File: config.mk
export PLATFORM = sky130hd
export DESIGN_NAME = rot_undo_stack
export DESIGN_NICKNAME = d
export VERILOG_FILES = /design/src/rtl/rot_undo_stack_pkg.sv /design/src/rtl/rot_undo_stack_rot_inv.sv /design/src/rtl/rot_undo_stack.sv
export SDC_FILE = /design/constraint.sdc
export NUM_CORES = 1
export LEC_CHECK = 0
export BUFFER_PORTS_ARGS = -buffer_cell sky130_fd_sc_hd__buf_2
export CAP_MARGIN = 20
export CORE_MARGIN = 2
export CORE_UTILIZATION = 30
export DETAILED_ROUTE_END_ITERATION = 7
export PLACE_DENSITY = 0.55
export SLEW_MARGIN = 20
export SYNTH_ARGS = -nofsm -noshare
export SYNTH_HDL_FRONTEND = slang
export SYNTH_SLANG_ARGS = --single-unit
File: constraint.sdc
create_clock -name i_clk -period 7 [get_ports i_clk]
set_input_delay 1.05 -clock i_clk [delete_from_list [all_inputs] [get_ports i_clk]]
set_output_delay 1.05 -clock i_clk [all_outputs]
set_load 0.05 [all_outputs]
File: src/rtl/rot_undo_stack_pkg.sv
// Shared opcode encodings, unwind FSM state encodings and the rotation-membership test
// used by the ALU sequencer, the undo stack and the inverse mapper.
package rot_undo_stack_pkg;

    localparam logic [4:0] OP_INC    = 5'd0;
    localparam logic [4:0] OP_DEC    = 5'd1;
    localparam logic [4:0] OP_CHECK  = 5'd2;
    localparam logic [4:0] OP_LOAD   = 5'd3;
    localparam logic [4:0] OP_STORE  = 5'd4;
    localparam logic [4:0] OP_LI     = 5'd5;
    localparam logic [4:0] OP_MOV    = 5'd6;
    localparam logic [4:0] OP_RL_90  = 5'd8;
    localparam logic [4:0] OP_RL_180 = 5'd9;
    localparam logic [4:0] OP_RL_270 = 5'd10;
    localparam logic [4:0] OP_UD_90  = 5'd11;
    localparam logic [4:0] OP_UD_180 = 5'd12;
    localparam logic [4:0] OP_UD_270 = 5'd13;
    localparam logic [4:0] OP_FB_90  = 5'd14;
    localparam logic [4:0] OP_FB_180 = 5'd15;
    localparam logic [4:0] OP_FB_270 = 5'd16;

    typedef enum logic [1:0] {
        ST_IDLE   = 2'd0,
        ST_UNWIND = 2'd1,
        ST_DONE   = 2'd2
    } state_t;

    function automatic logic is_rot(input logic [4:0] op);
        logic r;
        case (op)
            OP_RL_90, OP_RL_180, OP_RL_270,
            OP_UD_90, OP_UD_180, OP_UD_270,
            OP_FB_90, OP_FB_180, OP_FB_270: r = 1'b1;
            default:                        r = 1'b0;
        endcase
        return r;
    endfunction

endpackage

File: src/rtl/rot_undo_stack_rot_inv.sv
// Combinational inverse of a cube rotation: 90 and 270 swap within an axis, 180 is
// self-inverse, anything that is not a rotation passes through untouched.
module rot_inv
    import rot_undo_stack_pkg::*;
(
    input  logic [4:0] i_op,
    output logic [4:0] o_op
);

    always_comb begin
        o_op = i_op;
        case (i_op)
            OP_RL_90:  o_op = OP_RL_270;
            OP_RL_270: o_op = OP_RL_90;
            OP_UD_90:  o_op = OP_UD_270;
            OP_UD_270: o_op = OP_UD_90;
            OP_FB_90:  o_op = OP_FB_270;
            OP_FB_270: o_op = OP_FB_90;
            default:   o_op = i_op;
        endcase
    end

endmodule

File: src/rtl/rot_undo_stack.sv
// LIFO history of executed rotations; on undo_start it streams the inverse of every
// entry, newest first, over a valid/ready port and then pulses undo_done.
module rot_undo_stack
    import rot_undo_stack_pkg::*;
#(
    parameter int DEPTH = 16,
    parameter int CW    = 5
) (
    input  logic          i_clk,
    input  logic          i_rst,
    input  logic          i_clear,
    input  logic          i_push_valid,
    input  logic [4:0]    i_push_op,
    output logic          o_push_ready,
    input  logic          i_undo_start,
    output logic          o_undo_valid,
    output logic [4:0]    o_undo_op,
    input  logic          i_undo_ready,
    output logic          o_undo_done,
    output logic [CW-1:0] o_count,
    output logic          o_overflow,
    output logic          o_bad_op,
    output state_t        o_state
);

    localparam int AW = CW - 1;

    // Undo handshake: a transfer happens on an edge where o_undo_valid and
    // i_undo_ready are both high; o_undo_op is held while valid is high and ready is low.

    state_t          r_state;
    state_t          w_state_nxt;
    logic [CW-1:0]   r_count;
    logic            r_overflow;
    logic            r_bad_op;
    logic [4:0]      r_mem [DEPTH];

    logic            w_idle;
    logic            w_is_rot;
    logic            w_full;
    logic            w_push_ok;
    logic            w_pop;
    logic [AW-1:0]   w_rd_idx;
    logic [4:0]      w_top_op;

    assign w_idle    = (r_state == ST_IDLE);
    assign w_is_rot  = is_rot(i_push_op);
    assign w_full    = (r_count == CW'(DEPTH));
    assign w_push_ok = w_idle && i_push_valid && w_is_rot && !w_full;
    assign w_pop     = (r_state == ST_UNWIND) && i_undo_ready && (r_count != '0);
    assign w_rd_idx  = r_count[AW-1:0] - AW'(1);
    assign w_top_op  = r_mem[w_rd_idx];

    rot_inv u_rot_inv (
        .i_op (w_top_op),
        .o_op (o_undo_op)
    );

    // State register
    always_ff @(posedge i_clk or posedge i_rst) begin
        if (i_rst) begin
            r_state <= ST_IDLE;
        end else begin
            r_state <= w_state_nxt;
        end
    end

    // Next-state logic; a push in the same cycle as undo_start counts toward "non-empty"
    always_comb begin
        w_state_nxt = r_state;
        case (r_state)
            ST_IDLE: begin
                if (i_undo_start) begin
                    w_state_nxt = (w_push_ok || (r_count != '0)) ? ST_UNWIND : ST_DONE;
                end
            end
            ST_UNWIND: begin
                if (w_pop && (r_count == CW'(1))) begin
                    w_state_nxt = ST_DONE;
                end
            end
            ST_DONE:  w_state_nxt = ST_IDLE;
            default:  w_state_nxt = ST_IDLE;
        endcase
        if (i_clear) begin
            w_state_nxt = ST_IDLE;
        end
    end

    // Output decode
    always_comb begin
        o_push_ready = w_idle && !w_full;
        o_undo_valid = (r_state == ST_UNWIND);
        o_undo_done  = (r_state == ST_DONE);
    end

    always_ff @(posedge i_clk or posedge i_rst) begin
        if (i_rst) begin
            r_count    <= '0;
            r_overflow <= 1'b0;
            r_bad_op   <= 1'b0;
        end else if (i_clear) begin
            r_count    <= '0;
            r_overflow <= 1'b0;
            r_bad_op   <= 1'b0;
        end else begin
            if (w_push_ok) begin
                r_count <= r_count + CW'(1);
            end else if (w_pop) begin
                r_count <= r_count - CW'(1);
            end
            if (w_idle && i_push_valid && !w_is_rot) begin
                r_bad_op <= 1'b1;
            end
            if (w_idle && i_push_valid && w_is_rot && w_full) begin
                r_overflow <= 1'b1;
            end
        end
    end

    // History storage has no reset; only entries below r_count are ever read
    always_ff @(posedge i_clk) begin
        if (w_push_ok) begin
            r_mem[r_count[AW-1:0]] <= i_push_op;
        end
    end

    assign o_count    = r_count;
    assign o_overflow = r_overflow;
    assign o_bad_op   = r_bad_op;
    assign o_state    = r_state;

endmodule

* After elaboration in Yosys (flattened, before gate mapping)
Memories as Yosys holds them, arrays and structs flattened.
Cells that the tools add are included.
** Storage, ports and cells
- Bits in registers :: 9
- Word-level logic and storage cells :: 54
- Memories kept :: 2
- Memory bits (writable) :: 80
- Output and inout bits :: 17
- ROM bits :: 32
** Memory list
- r_mem :: depth 16, bits a word 5, read ports 1, clocked after Yosys merged registers in 0, wr ports 1, line rot_undo_stack.sv:36 : logic [4:0] r_mem [DEPTH];
- (name not given) :: depth 32, bits a word 1, read ports 1, clocked after Yosys merged registers in 0, wr ports 0, line rot_undo_stack_pkg.sv:30 : case (op)
** Operators by class
- Mux-type cells :: 15
- Reduce and logical (&&, ||, !) cells :: 18
- Add/sub/neg operators :: 3
- Equality and inequality tests :: 12
** Operators with widths (count)
- case mux 5 bit (6 select lines) :: 1
- == test 5 x 4 -> 1 bit, second input constant :: 5
- two-way mux 5 bit :: 3
- == test 5 bit, second input constant :: 2
- logical AND 1 bit :: 9
- two-way mux 2 bit :: 4
- two-way mux 1 bit :: 6
- adder 5 x 1 -> 5 bit, second input constant :: 1
- == test 5 x 1 -> 1 bit, second input constant :: 1
- nonzero test 5 bit :: 1
- subtractor 5 x 1 -> 5 bit, second input constant :: 1
- case mux 2 bit (2 select lines) :: 1
- nonzero test 2 bit :: 2
- subtractor 4 x 1 -> 4 bit, second input constant :: 1
- inequality test 3 x 2 -> 1 bit, second input constant :: 1
- inequality test 3 bit, second input constant :: 1
- nonzero test 3 bit :: 1
- == test 2 x 1 -> 1 bit, second input constant :: 1
- == test 2 bit, second input constant :: 1
- zero test 1 bit :: 2
- zero test 2 bit :: 1
- AND reduction 2 bit :: 1
- logical OR 1 bit :: 1

* Logic depth before layout (Yosys ltp)
- Depth after elaboration :: 9
- Depth in mapped cells :: 13

* Cells and area by module
A second synthesis with hierarchy kept.
** Unflattened totals
- Cell total of the unflattened synthesis :: 252
- Area total of the unflattened synthesis :: 3965.1 um2
** Modules (own cells, without submodules)
- rot_undo_stack :: sequential area each 2627.5 um2, area each 3834.9 um2, cells an instance 232, instances 1
- rot_inv :: sequential area each 0.0 um2, area each 130.1 um2, cells an instance 20, instances 1

* Worst setup path before layout
No wires, ideal clock.
- Path kind :: reg2out
- Start point :: register r_count[0], in the netlist o_count[0]
- End point :: output o_undo_op[3]
- Data arrival time :: 3768 ps
- Required time :: 5950 ps
- Setup slack :: 2182 ps
- Stages on the path, launching flop included :: 12
- Cells stage by stage :: dfrtp_1 > buf_6 > buf_2 > inv_1 > ha_1 > xnor2_2 > mux4_2 > nor2_1 > a31oi_2 > inv_1 > o31ai_1 > a21oi_1
** Between the ends
- Word-level cells in the longest chain between the ends :: 4
** Ends and longest elaborated chain
- start: declaration :: line rot_undo_stack.sv:33 : logic [CW-1:0] r_count;
- start signal: assignment :: line rot_undo_stack.sv:108 : r_count <= r_count + CW'(1);
- start signal: assignment :: line rot_undo_stack.sv:110 : r_count <= r_count - CW'(1);
- subtractor 4 x 1 -> 4 bit * :: line rot_undo_stack.sv:51 : assign w_rd_idx = r_count[AW-1:0] - AW'(1);
- memory read (16 x 5 bit) *
- == test 5 bit / == test 5 x 4 -> 1 bit (equally long branches) :: line rot_undo_stack_rot_inv.sv:12 : case (i_op)
- case mux 5 bit (6 select lines) * :: line rot_undo_stack_rot_inv.sv:12
- end: declaration :: line rot_undo_stack.sv:17 : output logic [4:0] o_undo_op,
Every way passes the cells marked *; elsewhere a longest branch is shown, timed or not.

* Worst setup path after layout
- Start point :: register r_count[1], in the netlist o_count[1]
- End point :: output o_undo_op[2]
The elaborated chain is that of the path after synthesis.

==> summary.md <==
| Metric | Value |
|---|---|
| Outcome | finished, final reports clean |
| Synth Area in Compound Gates | 0.05635 |
| Clock slew at reported path FFs | 0.07 ns |
| Crit path DAT | 3.55 ns |
| Fin area | between 4000 and 5000 µm² |
| # Max-Cap Violations | 0 |
| Vias | 2376 |
| All-Layer GR Usage | 0.1262 |
| Final nets | 326 |
| Fin. max-slew vios | 0 |
| Core footprint | around 13000 µm² |
| I/O pin count | 28 |
| Mux share of post-synthesis cell area | 0.1071 |
| DRT Wirelength | 8.537 mm |
| Place WS | 2.707 ns |
| Crit path to | o_undo_op[2] |
| Post_cts resized | 0 |
| R2R cell count | 5 |
| Worst setup margin | 2.399 ns |
| Hold crit path type | reg2reg |
| Setup crit start | o_count[1] |
| Vias per Instance | between 4 and 5 |
| Synth Area in Adders | 0.01557 |
| H-tree Lvls | 3 |
| Share of layout cells above drive strength 1 | 0.2190 |
| Drc violations | 0 |
| Fin util | 0.3522 |
| Initial DRT Pass Iterations | 4 |
| First DRT Iteration DRCs | ~150 |
| Slew HR | 0.2892 |
| Mapped cell area | around 4000 µm² |
| Die X | 119.7 µm |
| Rows | 42 |
| Hold_buf cts | 0 |
| Area growth syn-to-layout | 15.13% |
| Clock skew | 0.006587 ns |
| Syn nets | 298 |
| CP Class | reg2out |
| Reg2Reg Setup Slack | 3.96 ns |
| CP Capture Type | primary output |
| Most frequent cells in the layout | 80 x edfxtp_1, 39 x nand2_1, 30 x nor2_1 |
| Post-Synth XOR/XNOR Area | 0.01930 |
| Fill cells | around 1300 |
| Type of origin of the critical path | flip-flop |
| Yosys warning count | 0 |
| Latest clock arrival within the worst-skew pair | 0.34 ns |
| Overall die height | 119.7 µm |
| Synth Register Bits | 89 |
| Reg2reg start | o_count[2] |
| Main combinational cell family by area after synthesis | simple AND/OR/NAND/NOR gates |
| Global-route wire length before repair | 13.57 mm |
| Register area share after synthesis | 0.6538 |
| Initial antenna violation count | 0 |
| Clock sink total | 89 |
| WHS Path Cells | 2 |
| CTS tree | yes |
| Setup_tns | 0 ns |
| Die area | 14340 µm² |
| Dpl cell area | 4314 µm² |
| Num CTS Buffers | 9 |
| RSZ-0062 raised after global routing | false |
| Worst-path fanout max | 14 |
| Most common cell after layout, fill and taps aside | edfxtp_1 |
| Worst-Margin Slew | about 1.1 ns |
| Critical Path RT | 5.95 ns |
| Fmax | around 220 MHz |
| Hold Vio Cnt, Final | 0 |
| Total area of sequential cells | 2628 µm² |
| Multi-input gate area | between 1000 and 1500 µm² |
| Starting Density | 0.3059 |
| DP HPWL | about 6 mm |
| Post-route ant nets | 0 |
| Number of global-route vias before repair | between 2000 and 2500 |
| Avg WL per Cell | ~17 µm |
| Period Utilization, post-route | 0.6573 |
| Min cycle time layout | 4.601 ns |
| Largest net degree at the start of global routing | 27 |
| Post-Synthesis Mean Instance Area | 14.25 µm² |
| Clock Tree Root | clkbuf_16 |
| Final global-route overflow total | 0 |
| Max clock buf depth | 2 |
| Syn Inst Count | 282 |
| Placer Congestion | 0.7747 |
| Simple-Gate Fraction of Synth Area | 0.1273 |
| Setup violators final | 0 |
| Diode count | 0 |
| Synth unique cells | 44 |
| FF-to-FF End | r_mem[2][4] |
| IO Port Bufs | 27 |
| Post-CTS Setup Inserts | 0 |
cell type report:
type,count,area share
sequential,89,0.5679
multi-input combinational,178,0.2829
clock buffer,9,0.04867
tap,176,0.04759
timing repair buffer,28,0.03083
clock inverter,7,0.01893
inverter,4,0.003245
cell usage after synthesis:
cell	instances	area (µm²)
edfxtp_1	80	2402
buf_6	2	22.52
nor3_4	2	32.53
and3_1	3	18.77
mux2i_1	16	160.2
inv_1	4	15.01
a21o_1	1	7.510
nand2b_1	3	18.77
xnor2_1	1	8.760
buf_4	2	15.01
a31oi_2	3	37.54
o211ai_2	1	12.51
nor2_1	30	112.6
o21ai_1	2	10.01
nor4_1	1	6.260
or3_1	2	12.51
and4_1	1	8.760
a21oi_1	7	35.03
a31oi_1	2	12.51
ha_1	5	62.56
o21a_1	1	7.510
and4b_1	1	10.01
clkbuf_1	4	15.01
a221oi_2	2	30.03
a41oi_1	1	8.760
xnor2_2	1	16.27
xor2_1	1	8.760
nand3_1	10	50.05
mux2_2	2	22.52
nand4_1	1	6.260
xor2_4	1	27.53
a32oi_1	1	8.760
nor3_1	9	45.04
o31ai_1	3	22.52
xor2_2	1	16.27
a221oi_1	1	8.760
and2_1	1	6.260
or2_2	1	6.260
dfrtp_1	9	225.2
mux4_2	11	247.7
buf_2	3	15.01
o21ai_0	5	25.02
nand2_1	39	146.4
nor2b_1	5	31.28
layer usage:
| layer | track usage | wire (µm) | up-vias |
|---|---|---|---|
| met5 | 0 | 0 | - |
| met3 | 0.02899 | 302 | 7 |
| met1 | 0.1744 | 4202 | 1192 |
| met2 | 0.1975 | 3927 | 62 |
| li1 | - | - | 1115 |
| met4 | 0.04044 | 105 | 0 |
per-stage QoR:
stage	instances	hold slack (ns)
CTS	491	0.5149
global route	491	0.5611
finish	491	0.5100
global placement	475	0.4858
detailed placement	475	0.4924
floorplan	282	0.7851
registers in the layout, summed over array words and instances (netlist names):
name,flops
o_bad_op,1
o_overflow,1
o_count,5
r_mem,80
o_state,2
critical path: stages, from the launching register on:
cell	delay, ns
dfrtp_1	0.49
inv_1	0.13
ha_1	0.31
xnor2_2	0.63
mux4_2	0.60
nor2_1	0.11
a41oi_1	0.11
or3_1	0.47
o211ai_2	0.08
buf_2	0.28
logic make-up (layout without fill, tap and decap cells):
logic type | Yosys count | after routing
simple gates | 109 | 109
flops | 89 | 89
compound gates | 30 | 30
mux | 29 | 29
buf+inv | 15 | 48
fa+ha+maj | 5 | 5
xor+xnor | 5 | 5
worst min-delay path by stage:
stage	startpoint	endpoint	slack, ns
3_3_place_gp	o_overflow	o_overflow	0.49
6_report	o_bad_op	o_bad_op	0.51
4_1_cts	o_bad_op	o_bad_op	0.51
2_1_floorplan	o_overflow	o_overflow	0.79
3_5_place_dp	o_bad_op	o_bad_op	0.49
5_1_grt	o_bad_op	o_bad_op	0.56
Power is left out: the tool's default activity adds up to more than one toggle a clock period on the data nets, which glitch-free logic cannot reach.
